### src/rtl/mem_arbiter_if.sv
// Signal bundle between mem_arbiter, the IF/MEM pipeline stages and the unified memory.
// slave = arbiter side, master = pipeline/memory side.
interface mem_arbiter_if #(
  parameter int ADDR_W = 16,
  parameter int DATA_W = 32
);
  logic              i_req;
  logic [ADDR_W-1:0] i_addr;
  logic [DATA_W-1:0] i_rdata;
  logic              i_ack;
  logic              d_req;
  logic              d_we;
  logic [ADDR_W-1:0] d_addr;
  logic [DATA_W-1:0] d_wdata;
  logic [DATA_W-1:0] d_rdata;
  logic              d_ack;
  logic [ADDR_W-1:0] m_addr;
  logic              m_we;
  logic [DATA_W-1:0] m_wd;
  logic [DATA_W-1:0] m_out;
  logic              busy;

  modport slave (
    input  i_req, i_addr, d_req, d_we, d_addr, d_wdata, m_out,
    output i_rdata, i_ack, d_rdata, d_ack, m_addr, m_we, m_wd, busy
  );

  modport master (
    output i_req, i_addr, d_req, d_we, d_addr, d_wdata, m_out,
    input  i_rdata, i_ack, d_rdata, d_ack, m_addr, m_we, m_wd, busy
  );
endinterface

### src/rtl/mem_arbiter.sv
// Two-port (fetch/data) arbiter in front of the unified memory; each access lasts ACCESS_CYCLES.
// Define MEM_ARB_RR_EN for round-robin contention; otherwise the data port always wins.
module mem_arbiter #(
  parameter int ADDR_W        = 16,
  parameter int DATA_W        = 32,
  parameter int ACCESS_CYCLES = 2
) (
  input  logic          clk,
  input  logic          rst,
  mem_arbiter_if.slave  bus
);
  typedef enum logic {IDLE, ACCESS} state_t;

  localparam logic [3:0] COUNT_INIT = 4'(ACCESS_CYCLES - 1);

  state_t            state, state_nx;
  logic              owner, owner_nx;
  logic [ADDR_W-1:0] addr_q, addr_nx;
  logic              we_q, we_nx;
  logic [DATA_W-1:0] wdata_q, wdata_nx;
  logic [3:0]        count, count_nx;
  logic              last_winner, last_winner_nx;
  logic              grant_d;

`ifdef MEM_ARB_RR_EN
  // On contention the port that did not win last time gets the memory.
  assign grant_d = bus.d_req & (~bus.i_req | ~last_winner);
`else
  assign grant_d = bus.d_req;
`endif

  always_ff @(posedge clk or posedge rst) begin
    if (rst) begin
      state       <= IDLE;
      owner       <= 1'b0;
      addr_q      <= '0;
      we_q        <= 1'b0;
      wdata_q     <= '0;
      count       <= 4'd0;
      last_winner <= 1'b0;
    end else begin
      state       <= state_nx;
      owner       <= owner_nx;
      addr_q      <= addr_nx;
      we_q        <= we_nx;
      wdata_q     <= wdata_nx;
      count       <= count_nx;
      last_winner <= last_winner_nx;
    end
  end

  always_comb begin
    state_nx       = state;
    owner_nx       = owner;
    addr_nx        = addr_q;
    we_nx          = we_q;
    wdata_nx       = wdata_q;
    count_nx       = count;
    last_winner_nx = last_winner;
    bus.m_addr     = '0;
    bus.m_we       = 1'b0;
    bus.m_wd       = '0;
    bus.busy       = 1'b0;
    bus.i_ack      = 1'b0;
    bus.d_ack      = 1'b0;
    bus.i_rdata    = '0;
    bus.d_rdata    = '0;

    case (state)
      IDLE: begin
        if (bus.i_req | bus.d_req) begin
          state_nx = ACCESS;
          owner_nx = grant_d;
          count_nx = COUNT_INIT;
          if (grant_d) begin
            addr_nx  = bus.d_addr;
            we_nx    = bus.d_we;
            wdata_nx = bus.d_wdata;
          end else begin
            addr_nx  = bus.i_addr;
            we_nx    = 1'b0;
            wdata_nx = '0;
          end
        end
      end
      ACCESS: begin
        bus.busy   = 1'b1;
        bus.m_addr = addr_q;
        bus.m_wd   = wdata_q;
        // Final cycle: write strobe, owner's ack and read data all line up here.
        if (count == 4'd0) begin
          bus.m_we       = we_q;
          state_nx       = IDLE;
          last_winner_nx = owner;
          if (owner) begin
            bus.d_ack   = 1'b1;
            bus.d_rdata = bus.m_out;
          end else begin
            bus.i_ack   = 1'b1;
            bus.i_rdata = bus.m_out;
          end
        end else begin
          count_nx = count - 4'd1;
        end
      end
      default: state_nx = IDLE;
    endcase
  end
endmodule

### src/flat_wrapper.sv
// flat-port wrapper written by rule: the top's interface ports become plain ports
module mem_arbiter_flat 
#(
  parameter int ADDR_W        = 16,
  parameter int DATA_W        = 32,
  parameter int ACCESS_CYCLES = 2
)
  (clk, rst, bus_i_req, bus_i_addr, bus_d_req, bus_d_we, bus_d_addr, bus_d_wdata, bus_m_out, bus_i_rdata, bus_i_ack, bus_d_rdata, bus_d_ack, bus_m_addr, bus_m_we, bus_m_wd, bus_busy);
  mem_arbiter_if #(.ADDR_W(ADDR_W), .DATA_W(DATA_W)) bus_i ();
  input  logic clk;
  input  logic rst;
  input wire logic [$bits(bus_i.i_req)-1:0] bus_i_req;
  input wire logic [$bits(bus_i.i_addr)-1:0] bus_i_addr;
  input wire logic [$bits(bus_i.d_req)-1:0] bus_d_req;
  input wire logic [$bits(bus_i.d_we)-1:0] bus_d_we;
  input wire logic [$bits(bus_i.d_addr)-1:0] bus_d_addr;
  input wire logic [$bits(bus_i.d_wdata)-1:0] bus_d_wdata;
  input wire logic [$bits(bus_i.m_out)-1:0] bus_m_out;
  output wire logic [$bits(bus_i.i_rdata)-1:0] bus_i_rdata;
  output wire logic [$bits(bus_i.i_ack)-1:0] bus_i_ack;
  output wire logic [$bits(bus_i.d_rdata)-1:0] bus_d_rdata;
  output wire logic [$bits(bus_i.d_ack)-1:0] bus_d_ack;
  output wire logic [$bits(bus_i.m_addr)-1:0] bus_m_addr;
  output wire logic [$bits(bus_i.m_we)-1:0] bus_m_we;
  output wire logic [$bits(bus_i.m_wd)-1:0] bus_m_wd;
  output wire logic [$bits(bus_i.busy)-1:0] bus_busy;
  assign bus_i.i_req = bus_i_req;
  assign bus_i.i_addr = bus_i_addr;
  assign bus_i.d_req = bus_d_req;
  assign bus_i.d_we = bus_d_we;
  assign bus_i.d_addr = bus_d_addr;
  assign bus_i.d_wdata = bus_d_wdata;
  assign bus_i.m_out = bus_m_out;
  assign bus_i_rdata = bus_i.i_rdata;
  assign bus_i_ack = bus_i.i_ack;
  assign bus_d_rdata = bus_i.d_rdata;
  assign bus_d_ack = bus_i.d_ack;
  assign bus_m_addr = bus_i.m_addr;
  assign bus_m_we = bus_i.m_we;
  assign bus_m_wd = bus_i.m_wd;
  assign bus_busy = bus_i.busy;
  mem_arbiter #(.ADDR_W(ADDR_W), .DATA_W(DATA_W), .ACCESS_CYCLES(ACCESS_CYCLES)) u_core (.clk(clk), .rst(rst), .bus(bus_i));
endmodule
### config.mk
export PLATFORM = sky130hd
export DESIGN_NAME = mem_arbiter_flat
export DESIGN_NICKNAME = d
export VERILOG_FILES = /design/src/rtl/mem_arbiter_if.sv /design/src/rtl/mem_arbiter.sv /design/src/flat_wrapper.sv
export SDC_FILE = /design/constraint.sdc
export NUM_CORES = 1
export LEC_CHECK = 0
export CAP_MARGIN = 20
export CORE_ASPECT_RATIO = 1.1
export CORE_MARGIN = 2
export CORE_UTILIZATION = 35
export CTS_CLUSTER_DIAMETER = 60
export DETAILED_ROUTE_END_ITERATION = 8
export PLACE_DENSITY = 0.8
export SYNTH_ARGS = -nofsm -noshare
export SYNTH_HDL_FRONTEND = slang
export SYNTH_SLANG_ARGS = --single-unit
### constraint.sdc
create_clock -name clk -period 4 [get_ports clk]
set_input_delay 0.8 -clock clk [delete_from_list [all_inputs] [get_ports clk]]
set_output_delay 0.8 -clock clk [all_outputs]
set_load 0.005 [all_outputs]
==> metrics.txt <==
status=finished, final reports clean; first-pass GRT wire length=around 15 mm; measured slew at the worst slew-check pin=just over 0.7 ns; RSZ-0062 raised after global routing=no; initial core utilization=a little over a third; WS Path Type=reg -> out; Die W=between 90 and 100 um; CTS root buf=clkbuf_8; sequential element share of the synthesized area=between 40% and 50%; max-cap violation count=0; crit path max fanout=33; layout cell share with drive strength beyond 1=just over 4%; FP Rows=36; hpwl dp=between 7 and 8 mm; Worst-path clk slew=about 0.10 ns; FMAX=approximately 320 MHz; highest-count cells in the layout ignoring fill and taps=215 x clkdlybuf4s50_1, 112 x and2_1, 85 x nand2_1; Distinct cells, synth=24; largest net degree at the start of global routing=between 60 and 70; gr usage total=18.8%; Die ar.=0.00984 sq mm; drt first-iter violations=103; CP max stage delay=0.50 ns; Max VDD drop=~0.26 mV; CP Capture Point=bus_d_rdata[19]; LEAKAGE=2.31 nW; Tcrit/Tclk final=78.8%; core area=roughly 0.0088 sq mm; clock buffer depth=2; FF-to-FF setup slack=2.16 ns; clock sinks=55; Place WS=~1.2 ns; Hold Buf Count CTS=0; Rel. slew slack=roughly 53%; Worst-Skew Late Latency=around 0.32 ns; drt first pass iters=4; post-route setup TNS=0 ns; minimum clock period=approximately 3.2 ns; Nets=about 670; gpl congestion=between 0.7 and 0.8; Req. time, crit path=3.20 ns; Synthesis Warnings=0; Switching Power=1.00 mW; clock skew=about 0.014 ns; sw frac=between 30% and 40%; Area Overhead vs Synth=72.5%; Via Count=about 3,100; R2R Path Start=u_core.state; Worst Path Arrival=roughly 2.4 ns; vias in the first global route=between 2,000 and 3,000; antenna violations before repair=0; reg-to-reg critical path endpoint=u_core.wdata_q[24]; WL final=between 9 and 10 mm; Top Ports=around 220; Final Power=around 2.9 mW; WL/cell=13.6 um; Antenna Nets Post-Route=0; HP Class=reg -> reg; grt total ovfl=0; Die Y=between 100 and 150 um; drt via density=4.58; Clock Power Share=a little under an eighth; combinational fraction of design power=a little under three fifths; Buffers on Ports=about 220; Critical path origin=u_core.count[0]; Worst Slack Setup Final=between 0.8 and 0.9 ns; CTS buffer count=5; Int Pwr=~1.9 mW; cts repair resizes=0; critical path endpoint category=primary output; DRC Markers=0; Seq pwr share=about 33%; fin. max-slew vios=0; Cells after Synth=370; PD cells=about 530 mW/mm^2; Setup Buffers After CTS=0; Critical Path Start Type=flip-flop; Syn Std Cell Area=approximately 0.0032 sq mm; n_diodes=0; htree depth=2; Avg Cell Area, Syn=roughly 8.6 sq um; syn_nets=472; FF+latch count, synth=55; Cell Chain, Critical Path=inv_1 > ha_1 > nand2_4 > nor4b_4 > buf_4 > and2_1 > clkdlybuf4s50_1; TritonCTS clock tree=done; FF-to-FF path depth=4; commonest non-fill, non-tap cell in the layout=clkdlybuf4s50_1; worst-path cell with the longest stage delay=clkdlybuf4s50_1; # setup viols final=0; Fin. Hold Viols=0
[how the worst min path moves through the flow]
stage,from,cells after the start,slack [ns],endpoint
after global placement,u_core.wdata_q[30],2,0.45,u_core.wdata_q[30]
after detailed placement,u_core.addr_q[0],2,0.46,u_core.addr_q[0]
final,u_core.addr_q[0],2,0.48,u_core.addr_q[0]
after CTS,u_core.addr_q[0],2,0.49,u_core.addr_q[0]
after floorplan,u_core.addr_q[0],2,0.44,u_core.addr_q[0]
after global routing,u_core.wdata_q[25],2,0.51,u_core.wdata_q[25]
[per-layer routing]
layer  share of wire (%)  GRT usage (%)  wire [um]  vias up
li1                    -              -          -     1575
met3                 7.2           3.71        667       17
met1                  40           21.9       3690     1423
met5                   0              0          0        -
met2                  51           33.9       4750      121
met4                 2.1           5.59        198        0
[power by group through the flow]
stage / clock [mW] / sequential, mW / combinational, mW
3_5_place_dp: 0 / 0.986 / 1.65
3_3_place_gp: 0 / 0.966 / 1.61
6_report: 0.330 / 0.972 / 1.62
2_1_floorplan: 0 / 0.935 / 0.804
4_1_cts: 0.339 / 0.973 / 1.66
5_1_grt: 0.365 / 1.01 / 1.80
[cells by family (layout without fill, tap and decap cells)]
family / Yosys count / in the layout / share of synthesized area [%]
adders and majority gates: 1 / 1 / 0.394
DFF: 55 / 55 / 43.4
muxes: 19 / 19 / 6.07
AOI/OAI and AO/OA: 54 / 54 / 9.11
and+or+nand+nor: 207 / 207 / 35.4
buffers and inverters: 34 / 234 / 5.60
[state kept, by name, summed over array words and instances, names as in the netlist]
register        flops
u_core.addr_q      16
u_core.wdata_q     32
u_core.owner        1
u_core.count        4
u_core.we_q         1
u_core.state        1
[synth_stat cells, drive strengths merged]
library cell,instances,area share [%]
buf,18,3.6
nor4,1,0.67
clkbuf,12,1.5
o21ai,51,8.0
inv,4,0.47
nor2b,1,0.20
a311o,1,0.32
or3,1,0.20
nand2,86,10
mux2,2,0.71
o21bai,1,0.36
nor3b,1,0.24
and2,112,22
dfrtp,55,43
nor3,1,0.16
mux2i,17,5.4
nand3,1,0.16
ha,1,0.39
o31ai,1,0.39
nor4b,3,1.3
[area by class of cell]
type	instances	area (sq um)
multi-input combinational	281	1630
clock buffer	5	68.8
sequential	55	1380
timing repair buffer	222	2210
clock inverter	3	27.5
inverter	4	15.0
tap	114	143
fill	778	3360
[critical path, delay by kind of cell, from the launching register on]
kind,cells,cell delay [ns]
adder cells (fa/ha/maj),1,0.27
buffers and inverters,3,0.89
flip-flops,1,0.39
AND/OR/NAND/NOR,3,0.49
[through the flow]
stage                     utilization, %  area (sq um)  hold slack (ns)  cells
after floorplan                        -          3170            0.442    370
after global placement              60.9          5370            0.453    676
after detailed placement            60.9          5370            0.462    676
after CTS                           62.0          5470            0.486    684
after global routing                62.0          5470            0.508    684
final                               62.0          5470            0.481    684
Power figures use the tool's default switching activity.
